File: src/rtl/mem_pkg.sv
// Shared constants and FSM encoding for the RAM burst master.
package mem_pkg;

   localparam int ADDR_W = 9;
   localparam int DATA_W = 8;
   localparam int LEN_W  = 4;

   typedef enum logic [1:0] {
      IDLE     = 2'd0,
      WR_BURST = 2'd1,
      RD_BURST = 2'd2
   } state_e;

endpackage

File: src/rtl/mem_burst_master_if.sv
// Host command/write/read channels plus the RAM port, bundled for the burst master.
interface mem_burst_master_if
   import mem_pkg::*;
#(
   parameter int ADDR_W = mem_pkg::ADDR_W,
   parameter int DATA_W = mem_pkg::DATA_W,
   parameter int LEN_W  = mem_pkg::LEN_W
);
   logic              cmd_valid;
   logic              cmd_ready;
   logic              cmd_write;
   logic [ADDR_W-1:0] cmd_addr;
   logic [LEN_W-1:0]  cmd_len;
   logic              wr_valid;
   logic              wr_ready;
   logic [DATA_W-1:0] wr_data;
   logic              rd_valid;
   logic              rd_ready;
   logic [DATA_W-1:0] rd_data;
   logic              rd_last;
   logic              busy;
   logic              mem_rw_select;
   logic [ADDR_W-1:0] mem_address;
   logic [DATA_W-1:0] mem_data_in;
   logic [DATA_W-1:0] mem_data_out;

   modport master (
      input  cmd_valid, cmd_write, cmd_addr, cmd_len, wr_valid, wr_data, rd_ready, mem_data_out,
      output cmd_ready, wr_ready, rd_valid, rd_data, rd_last, busy,
             mem_rw_select, mem_address, mem_data_in
   );

   modport slave (
      output cmd_valid, cmd_write, cmd_addr, cmd_len, wr_valid, wr_data, rd_ready, mem_data_out,
      input  cmd_ready, wr_ready, rd_valid, rd_data, rd_last, busy,
             mem_rw_select, mem_address, mem_data_in
   );

endinterface

File: src/rtl/mem_rsp_fifo.sv
// Two-entry response FIFO holding read data tagged with its last-beat flag.
module mem_rsp_fifo #(
   parameter int WIDTH = mem_pkg::DATA_W + 1
) (
   input  logic             clk,
   input  logic             rst_n,
   input  logic             push,
   input  logic [WIDTH-1:0] push_data,
   input  logic             pop,
   output logic [WIDTH-1:0] pop_data,
   output logic             valid,
   output logic [1:0]       occ
);

   logic [WIDTH-1:0] slot_q [2];
   logic [WIDTH-1:0] slot_d [2];
   logic             wr_ptr_q, wr_ptr_d;
   logic             rd_ptr_q, rd_ptr_d;
   logic [1:0]       cnt_q, cnt_d;
   logic             push_ok_s, pop_ok_s;

   // Next-state for storage, pointers and occupancy; push on full only with a same-cycle pop.
   always_comb begin
      slot_d    = slot_q;
      pop_ok_s  = pop && (cnt_q != 2'd0);
      push_ok_s = push && ((cnt_q != 2'd2) || pop_ok_s);
      if (push_ok_s) begin
         slot_d[wr_ptr_q] = push_data;
         wr_ptr_d         = ~wr_ptr_q;
      end else begin
         wr_ptr_d = wr_ptr_q;
      end
      if (pop_ok_s) begin
         rd_ptr_d = ~rd_ptr_q;
      end else begin
         rd_ptr_d = rd_ptr_q;
      end
      cnt_d = cnt_q + {1'b0, push_ok_s} - {1'b0, pop_ok_s};
   end

   // FIFO state registers.
   always_ff @(posedge clk or negedge rst_n) begin
      if (!rst_n) begin
         slot_q[0] <= {WIDTH{1'b0}};
         slot_q[1] <= {WIDTH{1'b0}};
         wr_ptr_q  <= 1'b0;
         rd_ptr_q  <= 1'b0;
         cnt_q     <= 2'd0;
      end else begin
         slot_q    <= slot_d;
         wr_ptr_q  <= wr_ptr_d;
         rd_ptr_q  <= rd_ptr_d;
         cnt_q     <= cnt_d;
      end
   end

   assign pop_data = slot_q[rd_ptr_q];
   assign valid    = (cnt_q != 2'd0);
   assign occ      = cnt_q;

endmodule

File: src/rtl/mem_burst_master.sv
// Burst read/write master that owns the single-port RAM and sequences one access per cycle.
module mem_burst_master
   import mem_pkg::*;
#(
   parameter int ADDR_W = mem_pkg::ADDR_W,
   parameter int DATA_W = mem_pkg::DATA_W,
   parameter int LEN_W  = mem_pkg::LEN_W
) (
   input  logic                 clk,
   input  logic                 rst_n,
   mem_burst_master_if.master   bus
);

   state_e            state_q, state_d;
   logic [ADDR_W-1:0] addr_q, addr_d;
   logic [LEN_W-1:0]  cnt_q, cnt_d;
   logic              inflight_q, inflight_d;
   logic              inflight_last_q, inflight_last_d;
   logic              cmd_ready_q, cmd_ready_d;
   logic              wr_ready_q, wr_ready_d;

   logic              wr_beat_s;
   logic              last_beat_s;
   logic [ADDR_W-1:0] addr_inc_s;
   logic [LEN_W-1:0]  cnt_dec_s;
   logic              pop_s;
   logic [2:0]        pend_s;
   logic              credit_ok_s;
   logic              fifo_valid_s;
   logic [1:0]        fifo_occ_s;
   logic [DATA_W:0]   fifo_data_s;

   assign last_beat_s = (cnt_q == {LEN_W{1'b0}});
   assign addr_inc_s  = addr_q + {{(ADDR_W-1){1'b0}}, 1'b1};
   assign cnt_dec_s   = last_beat_s ? {LEN_W{1'b0}} : (cnt_q - {{(LEN_W-1){1'b0}}, 1'b1});
   assign pop_s       = fifo_valid_s && bus.rd_ready;
   // A beat popped this cycle frees its slot in time for the next issue, keeping 1 beat/cycle.
   assign pend_s      = {1'b0, fifo_occ_s} + {2'b00, inflight_q};
   assign credit_ok_s = (pend_s < (3'd2 + {2'b00, pop_s}));

   // Burst sequencing: command latch, per-beat address/count update and read issue.
   always_comb begin
      state_d         = state_q;
      addr_d          = addr_q;
      cnt_d           = cnt_q;
      inflight_d      = 1'b0;
      inflight_last_d = 1'b0;
      wr_beat_s       = 1'b0;
      case (state_q)
         IDLE: begin
            if (bus.cmd_valid && cmd_ready_q) begin
               addr_d  = bus.cmd_addr;
               cnt_d   = bus.cmd_len;
               state_d = bus.cmd_write ? WR_BURST : RD_BURST;
            end else begin
               state_d = IDLE;
            end
         end
         WR_BURST: begin
            if (bus.wr_valid) begin
               wr_beat_s = 1'b1;
               addr_d    = addr_inc_s;
               cnt_d     = cnt_dec_s;
               state_d   = last_beat_s ? IDLE : WR_BURST;
            end else begin
               state_d = WR_BURST;
            end
         end
         RD_BURST: begin
            if (credit_ok_s) begin
               inflight_d      = 1'b1;
               inflight_last_d = last_beat_s;
               addr_d          = addr_inc_s;
               cnt_d           = cnt_dec_s;
               state_d         = last_beat_s ? IDLE : RD_BURST;
            end else begin
               state_d = RD_BURST;
            end
         end
         default: begin
            state_d = IDLE;
         end
      endcase
      cmd_ready_d = (state_d == IDLE);
      wr_ready_d  = (state_d == WR_BURST);
   end

   // FSM and registered handshake outputs.
   always_ff @(posedge clk or negedge rst_n) begin
      if (!rst_n) begin
         state_q         <= IDLE;
         addr_q          <= {ADDR_W{1'b0}};
         cnt_q           <= {LEN_W{1'b0}};
         inflight_q      <= 1'b0;
         inflight_last_q <= 1'b0;
         cmd_ready_q     <= 1'b1;
         wr_ready_q      <= 1'b0;
      end else begin
         state_q         <= state_d;
         addr_q          <= addr_d;
         cnt_q           <= cnt_d;
         inflight_q      <= inflight_d;
         inflight_last_q <= inflight_last_d;
         cmd_ready_q     <= cmd_ready_d;
         wr_ready_q      <= wr_ready_d;
      end
   end

   mem_rsp_fifo #(
      .WIDTH (DATA_W + 1)
   ) u_rsp_fifo (
      .clk       (clk),
      .rst_n     (rst_n),
      .push      (inflight_q),
      .push_data ({inflight_last_q, bus.mem_data_out}),
      .pop       (pop_s),
      .pop_data  (fifo_data_s),
      .valid     (fifo_valid_s),
      .occ       (fifo_occ_s)
   );

   assign bus.cmd_ready     = cmd_ready_q;
   assign bus.wr_ready      = wr_ready_q;
   assign bus.rd_valid      = fifo_valid_s;
   assign bus.rd_data       = fifo_data_s[DATA_W-1:0];
   assign bus.rd_last       = fifo_data_s[DATA_W];
   assign bus.busy          = (state_q != IDLE) || fifo_valid_s || inflight_q;
   // Write beats go straight to the RAM so data lands on the edge that accepts the beat.
   assign bus.mem_rw_select = wr_beat_s;
   assign bus.mem_address   = addr_q;
   assign bus.mem_data_in   = wr_beat_s ? bus.wr_data : {DATA_W{1'b0}};

endmodule
File: src/flat_wrapper.sv
// flat-port wrapper written by rule: the top's interface ports become plain ports
module mem_burst_master_flat import mem_pkg::*;
#(
   parameter int ADDR_W = mem_pkg::ADDR_W,
   parameter int DATA_W = mem_pkg::DATA_W,
   parameter int LEN_W  = mem_pkg::LEN_W
)
  (clk, rst_n, bus_cmd_valid, bus_cmd_write, bus_cmd_addr, bus_cmd_len, bus_wr_valid, bus_wr_data, bus_rd_ready, bus_mem_data_out, bus_cmd_ready, bus_wr_ready, bus_rd_valid, bus_rd_data, bus_rd_last, bus_busy, bus_mem_rw_select, bus_mem_address, bus_mem_data_in);
  mem_burst_master_if #(.ADDR_W(ADDR_W), .DATA_W(DATA_W), .LEN_W(LEN_W)) bus_i ();
  input  logic clk;
  input  logic rst_n;
  input wire logic [$bits(bus_i.cmd_valid)-1:0] bus_cmd_valid;
  input wire logic [$bits(bus_i.cmd_write)-1:0] bus_cmd_write;
  input wire logic [$bits(bus_i.cmd_addr)-1:0] bus_cmd_addr;
  input wire logic [$bits(bus_i.cmd_len)-1:0] bus_cmd_len;
  input wire logic [$bits(bus_i.wr_valid)-1:0] bus_wr_valid;
  input wire logic [$bits(bus_i.wr_data)-1:0] bus_wr_data;
  input wire logic [$bits(bus_i.rd_ready)-1:0] bus_rd_ready;
  input wire logic [$bits(bus_i.mem_data_out)-1:0] bus_mem_data_out;
  output wire logic [$bits(bus_i.cmd_ready)-1:0] bus_cmd_ready;
  output wire logic [$bits(bus_i.wr_ready)-1:0] bus_wr_ready;
  output wire logic [$bits(bus_i.rd_valid)-1:0] bus_rd_valid;
  output wire logic [$bits(bus_i.rd_data)-1:0] bus_rd_data;
  output wire logic [$bits(bus_i.rd_last)-1:0] bus_rd_last;
  output wire logic [$bits(bus_i.busy)-1:0] bus_busy;
  output wire logic [$bits(bus_i.mem_rw_select)-1:0] bus_mem_rw_select;
  output wire logic [$bits(bus_i.mem_address)-1:0] bus_mem_address;
  output wire logic [$bits(bus_i.mem_data_in)-1:0] bus_mem_data_in;
  assign bus_i.cmd_valid = bus_cmd_valid;
  assign bus_i.cmd_write = bus_cmd_write;
  assign bus_i.cmd_addr = bus_cmd_addr;
  assign bus_i.cmd_len = bus_cmd_len;
  assign bus_i.wr_valid = bus_wr_valid;
  assign bus_i.wr_data = bus_wr_data;
  assign bus_i.rd_ready = bus_rd_ready;
  assign bus_i.mem_data_out = bus_mem_data_out;
  assign bus_cmd_ready = bus_i.cmd_ready;
  assign bus_wr_ready = bus_i.wr_ready;
  assign bus_rd_valid = bus_i.rd_valid;
  assign bus_rd_data = bus_i.rd_data;
  assign bus_rd_last = bus_i.rd_last;
  assign bus_busy = bus_i.busy;
  assign bus_mem_rw_select = bus_i.mem_rw_select;
  assign bus_mem_address = bus_i.mem_address;
  assign bus_mem_data_in = bus_i.mem_data_in;
  mem_burst_master #(.ADDR_W(ADDR_W), .DATA_W(DATA_W), .LEN_W(LEN_W)) u_core (.clk(clk), .rst_n(rst_n), .bus(bus_i));
endmodule
File: config.mk
export PLATFORM = sky130hd
export DESIGN_NAME = mem_burst_master_flat
export DESIGN_NICKNAME = d
export VERILOG_FILES = /design/src/rtl/mem_pkg.sv /design/src/rtl/mem_burst_master_if.sv /design/src/rtl/mem_rsp_fifo.sv /design/src/rtl/mem_burst_master.sv /design/src/flat_wrapper.sv
export SDC_FILE = /design/constraint.sdc
export NUM_CORES = 1
export LEC_CHECK = 0
export CORE_ASPECT_RATIO = 2
export CORE_UTILIZATION = 59
export CTS_CLUSTER_SIZE = 8
export DETAILED_ROUTE_END_ITERATION = 7
export DONT_BUFFER_PORTS = 1
export PLACE_DENSITY = 0.77
export SYNTH_ARGS = -nofsm -noshare
export SYNTH_HDL_FRONTEND = slang
export SYNTH_SLANG_ARGS = --single-unit
File: constraint.sdc
create_clock -name clk -period 4.36 [get_ports clk]
set_input_delay 0.654 -clock clk [delete_from_list [all_inputs] [get_ports clk]]
set_output_delay 0.654 -clock clk [all_outputs]
set_load 0.01 [all_outputs]
==> results.md <==
- Drt drc: 0
- Crit-path max FO: 12
- Syn Area/Cell: 11.1 um^2
- Crit path launch type: register
- Final wirelength: 5120 um
- Initial antenna violation count: 0
- Routability cong.: 0.909
- Die area: 4250 um^2
- PD cells: 824 nW/um^2
- Filler instances: 334
- Placed Cells: 252
- # rows: 32
- Post-synthesis cell count: 212
- Register area: 1030 um^2
- Reg-to-Reg Start: u_core.state_q[1]$_DFF_PN0_
- RSZ-0062 raised after global routing: false
- CTS HTree Levels: 2
- Max Clock Skew: 0.00221 ns
- Crit path DAT: 2.99 ns
- Design Area, Final: 2460 um^2
- WL per Instance: 19.7 um
- Final nets: 252
- Hold-fix buffers, CTS: 0
- Max Cap Violations: 0
- Async set-reset flop share out of synthesis: 100%
- Clk slew on worst S/H paths: 0.07 ns
- Crit path time final: 2.81 ns
- Vias: 1698
- Die Y: 91.2 um
- Status: finished, final reports clean
- Area Overhead vs Synth: 4.96%
- Placed cell area: 2350 um^2
- Synth cell types: 48
- CTS tree: built
- Post-route ant nets: 0
- Flops & latches, synth: 41
- Clk Tree Root Cell: clkbuf_8
- Worst R2R End: u_core.bus.mem_address[7]$_DFFE_PN0P_
- Syn_nets: 256
- Vias in the first global route: 1791
- CTS resizes: 0
- Final global-route overflow total: 0
- Setup Viol. Count Final: 0
- Max Clk Rate: 356 MHz
- CORE AREA: 3840 um^2
- Kind of path behind the tightest hold check: in2async
- Setup tns final: 0 ns
- CP Capture Type: register
- Clock Latency Late Sink: 0.29 ns
- WS Path Type: reg2reg
- Hold Violations, Final: 0
- DRT Pass-1 Iters: 4
- Share of cells above drive strength 1: 22.0%
- Leak Pwr: 1.12 nW
- Warnings from Yosys: 0
- IO Count: 66
- Detailed Place HPWL: 3860 um
- Finished Layout Cells: 260
- CTS Buf Count: 5
- R2R Setup Slk: 1.55 ns
- # diodes: 0
- Gr usage total: 26.7%
- Largest net degree at the start of global routing: 42
- Relative slew margins: 32.8%
- Synthesized area: 2340 um^2
- Post-synth EDFFs: 0
- Die width: 46.6 um
- Setup bufs post-CTS: 0
- Top_reg_cell synth: dfrtp_1
- Drt first-iter violations: 52
- Initial Utilization: 61.0%
- Tightest Pin Transition: 1.00 ns
- IR drop worst, VDD: 0.000568 V
- First-pass GRT wire length: 8340 um
- Sequential fraction of the synthesis area: 43.8%
- Crit share post-route: 64.5%
- R2R cell count: 6
- CP required: 4.54 ns
- Port Buffer Count: 0
- Via-to-Cell Ratio: 6.53
- Area of the multi-input gates: 1220 um^2
- CTS Buffer Depth: 2
- Final slew viol count: 0
- CTS Sinks: 41
through the flow:
stage	worst slack (ns)	power (mW)	hold slack (ns)	util (%)
after CTS	1.57	2.04	0.0485	64.0
final	1.55	2.03	0.0498	64.0
after detailed placement	1.60	1.74	0.359	61.2
after global placement	1.72	1.66	0.359	61.2
after floorplan	2.38	1.55	0.358	-
after global routing	1.31	2.18	0.0332	64.0
cell type report:
| type | instances | share of cell area, % |
|---|---|---|
| clock buffers | 6 | 2.95 |
| clock inverters | 2 | 1.42 |
| inverters | 11 | 1.68 |
| multi-input cells | 149 | 49.6 |
| flip-flops and latches | 41 | 41.7 |
| well taps | 51 | 2.59 |
state kept, by name, indices dropped and copies added, names as in the netlist:
signal,cells
u_core.bus.mem_address,9
u_core.cnt_q,4
u_core.u_rsp_fifo.wr_ptr_q,1
u_core.inflight_q,1
u_core.u_rsp_fifo.slot_q,18
u_core.u_rsp_fifo.rd_ptr_q,1
u_core.state_q,2
u_core.u_rsp_fifo.occ,2
u_core.inflight_last_q,1
u_core.bus.cmd_ready,1
u_core.bus.wr_ready,1
layout by cell type, fill, tap and decap left out, drive strengths merged, types with 6 or more instances in the layout:
cell type  synthesis  layout
a211o              7       7
and3              13      13
clkbuf             5       6
dfrtp             40      40
ha                 9       9
inv               11      11
mux2              27      27
nand2              7       7
nor3               8       8
o21ai             12      12
Yosys cell counts (2+ instances only):
| library cell | instances | area share [%] |
|---|---|---|
| dfrtp_1 | 40 | 43 |
| mux2_2 | 27 | 13 |
| and3_1 | 13 | 3.5 |
| inv_1 | 11 | 1.8 |
| o21ai_0 | 10 | 2.1 |
| ha_1 | 9 | 4.8 |
| nor3_1 | 8 | 1.7 |
| a211o_1 | 7 | 2.6 |
| nand2_1 | 7 | 1.1 |
| buf_2 | 5 | 1.1 |
| clkbuf_1 | 5 | 0.80 |
| nand3_1 | 5 | 1.1 |
| a21oi_1 | 4 | 0.85 |
| a41o_1 | 4 | 1.7 |
| nand2b_1 | 4 | 1.1 |
| nor2_1 | 4 | 0.64 |
| xnor2_1 | 4 | 1.5 |
| nor4_1 | 3 | 0.80 |
| o211ai_1 | 3 | 0.96 |
| or4_1 | 3 | 0.96 |
| a21boi_0 | 2 | 0.64 |
| and2_1 | 2 | 0.53 |
| nor4_2 | 2 | 1.1 |
| o21a_1 | 2 | 0.64 |
| o2bb2ai_1 | 2 | 0.75 |
| o311a_1 | 2 | 0.85 |
| o41ai_2 | 2 | 1.4 |
| or2_2 | 2 | 0.53 |
critical path, stage by stage (launching register included):
cell and delay [ns]:
dfrtp_1 0.41, inv_1 0.09, ha_1 0.29, nor2b_1 0.18, nor3_1 0.81, nand2_1 0.51, a211o_1 0.40
worst max-delay path by stage:
stage,start,end,slack [ns],depth (start not counted)
2_1_floorplan,u_core.u_rsp_fifo.occ[0]$_DFF_PN0_,u_core.bus.mem_address[5]$_DFFE_PN0P_,2.38,7
3_3_place_gp,u_core.u_rsp_fifo.occ[0]$_DFF_PN0_,u_core.bus.mem_address[6]$_DFFE_PN0P_,1.72,6
3_5_place_dp,u_core.state_q[1]$_DFF_PN0_,u_core.bus.mem_address[6]$_DFFE_PN0P_,1.60,6
4_1_cts,u_core.state_q[1]$_DFF_PN0_,u_core.bus.mem_address[5]$_DFFE_PN0P_,1.57,6
5_1_grt,u_core.state_q[1]$_DFF_PN0_,u_core.bus.mem_address[3]$_DFFE_PN0P_,1.31,6
6_report,u_core.state_q[1]$_DFF_PN0_,u_core.bus.mem_address[7]$_DFFE_PN0P_,1.55,6
cells by family after synthesis:
family / Yosys count / share of synthesized area, %
compound gates: 46 / 16.5
xor+xnor: 4 / 1.49
fa+ha+maj: 9 / 4.80
buf+inv: 22 / 4.11
flops: 41 / 43.8
mux: 28 / 13.4
simple gates: 62 / 15.8
where the power goes:
part / total [mW] / internal, mW / switching (mW) / leakage [nW]
Clock: 0.295 / 0.170 / 0.125 / 0.0552
Sequential: 0.791 / 0.569 / 0.222 / 0.502
Combinational: 0.941 / 0.432 / 0.509 / 0.559
Total: 2.03 / 1.17 / 0.857 / 1.12
routing by layer:
metal | share of wire (%) | up-vias | global-route usage (%)
met1 | 34 | 855 | 26.6
met5 | 0 | - | 0
met4 | 1.6 | 0 | 7.60
met2 | 60 | 56 | 50.1
met3 | 5.2 | 9 | 5.37
li1 | - | 778 | -
No activity file was read; power rests on OpenSTA's default activity.
==> RTL change (config.mk and constraints unchanged) <==
Set the package constant `LEN_W` to 8 (it was 4).
--- a/src/rtl/mem_pkg.sv
+++ b/src/rtl/mem_pkg.sv
@@ -4,5 +4,5 @@
    localparam int ADDR_W = 9;
    localparam int DATA_W = 8;
-   localparam int LEN_W  = 4;
+   localparam int LEN_W  = 8;
 
    typedef enum logic [1:0] {
Ports: changed (resized bus_cmd_len); port bits go from 66 to 70. No check against the original RTL was run, so the function may have changed too.
==> RTL change against the unedited design <==
Utilization is 1.9 points higher; wire length rose by 8.3%; total power is 22% higher; global-route usage decreased by 0.51 points; synthesized area is 10% higher; clock skew is 0.0060 ns higher; worst setup slack gained 0.36 ns; critical path type unchanged; cell area grew 11%; sequential cell count up 4.
==> RTL change: results (changes against the unedited design) <==
Run status
  • Outcome: finished, final reports clean

Pwr
  • Net Sw Power: 1080 uW (+26%)
  • Peak VDD IR: 0.569 mV (about the same)
  • Leakage: 0.00122 uW (+9.0%)

Yosys
  • Distinct cells, synth: 51 (+6.3%)
  • Synth area leaders: dfrtp_1 (43%), mux2_2 (13%), ha_1 (4.8%)
  • Synth Net Count: 292 (+14%)
  • Post-synth ARST share: 100% (unchanged)
  • Ys flop type: dfrtp_1
  • Post-synth top cells: dfrtp_1 (44), mux2_2 (29), and3_1 (13), inv_1 (13), clkbuf_1 (11)
  • Synth Area per Inst: 10.6 um2 (-3.7%)
  • Sequential area share after synthesis: 43.6% (-0.24 points)

Detailed routing
  • Number of vias per cell: 6.53 (about the same)
  • DR pass1 iterations: 4 (unchanged)
  • M1 WL: 2080 um (+21%)
  • Routed wl met3: 238 um (-11%)
  • Vias: 1907 (+12%)
  • Drt total wl: 5540 um (+8.3%)
  • Met2 wire length: 3070 um (+0.99%)
  • Starting DRT DRC Count: 58 (+12%)
  • Max Used Layer: met4

Global routing
  • Largest net degree at the start of global routing: 46 (+9.5%)
  • Met3 usage: 5.74% (+0.37 points)
  • GR Util All Layers: 26.2% (-0.51 points)
  • Initial antenna violation count: 0 (unchanged)
  • GR Layer Usage met2: 47.8% (-2.3 points)
  • First-pass GRT wire length: 9240 um (+11%)
  • Met1 Resource Use GR: 28.4% (+1.8 points)
  • Vias in the first global route: 1967 (+9.8%)

Placed design
  • Post-Place Cells: 284 (+13%)
  • GP Congestion: 0.850 (-6.5%)
  • # port buffers: 0 (unchanged)
  • Post-DP Area: 2620 um2 (+11%)
  • DP HPWL: 4070 um (+5.5%)

Cells and area
  • Layout Nets: 288 (+14%)
  • Ratio of cells with drive above 1 in the final layout: 20.4% (-1.6 points)
  • N_diodes: 0 (unchanged)
  • Biggest register: u_core.u_rsp_fifo.slot_q
  • Fill cell count: 342 (+2.4%)
  • Largest register FFs: 18 (unchanged)

Clocking
  • Clk pin slew, worst setup/hold paths: approximately 0.08 ns
  • CTS Buf Count: 5 (unchanged)
  • PostCTS Resize Cnt: 0 (unchanged)
  • Clk buf depth: 2 (unchanged)
  • Setup bufs post-CTS: 0 (unchanged)

Job
  • Max Cap Viol: 0 (unchanged)

Setup path
  • Reg-to-reg slack, setup: 1.91 ns (+0.36 ns)
  • Max incr delay on CP: 0.73 ns (-0.08 ns)
  • Worst R2R Path Depth: 6 (unchanged)
  • Largest delay contributor family on the critical path: adder cells
  • R2R Path End: u_core.bus.mem_address[4]
  • CP max FO: 20 (+8)
  • RR Startpoint: u_core.state_q[0]
  • Crit path max-delay cell type: ha_1

STA
  • Slew @ Worst Pin: 0.872 ns (-0.128 ns)
  • Layout Skew: 0.00822 ns (+0.00601 ns)
  • Hold Slack: 0.0405 ns (-0.00921 ns)

Min path
  • Worst min-delay path class: input pin to async pin
-- RTL change: cell types whose count changed in the layout (fill, tap and decap cells not counted), moves of 3 or more --
cell | unedited run | this run
nor2_1 | 4 | 8
o31ai_1 | 0 | 4
or4_1 | 3 | 0
dfrtp_1 | 40 | 44
a21oi_1 | 4 | 7
nor4_1 | 3 | 7
-- RTL change: layout make-up --
class	count	area, um2	area share, %
Inverter	13	48.8	1.79
Sequential cell	45	1130	41.4
Timing Repair Buffer	2	15.0	0.551
Tap cell	52	65.1	2.39
Clock inverter	2	35.0	1.29
Clock buffer	6	72.6	2.66
Multi-Input combinational cell	172	1360	49.9
-- RTL change: power by group through the flow --
stage	Combinational (uW)	Sequential [uW]	Clock, uW
floorplan	1110	799	0
global placement	1280	859	0
detailed placement	1310	870	0
CTS	1310	862	316
global route	1450	891	329
finish	1310	860	306
-- RTL change: cells by family after synthesis --
logic type | count (synthesis) | share of synthesized area, %
simple gates | 68 | 15.0
compound gates | 59 | 17.9
flops | 45 | 43.6
mux | 31 | 13.4
buf+inv | 26 | 3.87
fa+ha+maj | 10 | 4.84
xor+xnor | 4 | 1.35
-- RTL change: worst max path at each step --
stage | from | end | slack [ns] | cells after the start
4_1_cts | u_core.state_q[0] | u_core.bus.mem_address[4] | 1.93 | 6
5_1_grt | u_core.state_q[0] | u_core.bus.mem_address[4] | 1.68 | 6
6_report | u_core.state_q[0] | u_core.bus.mem_address[4] | 1.91 | 6
2_1_floorplan | u_core.u_rsp_fifo.occ[0] | u_core.bus.mem_address[3] | 2.25 | 7
3_5_place_dp | u_core.state_q[0] | u_core.bus.mem_address[4] | 1.91 | 6
3_3_place_gp | u_core.state_q[0] | u_core.bus.mem_address[4] | 1.97 | 6
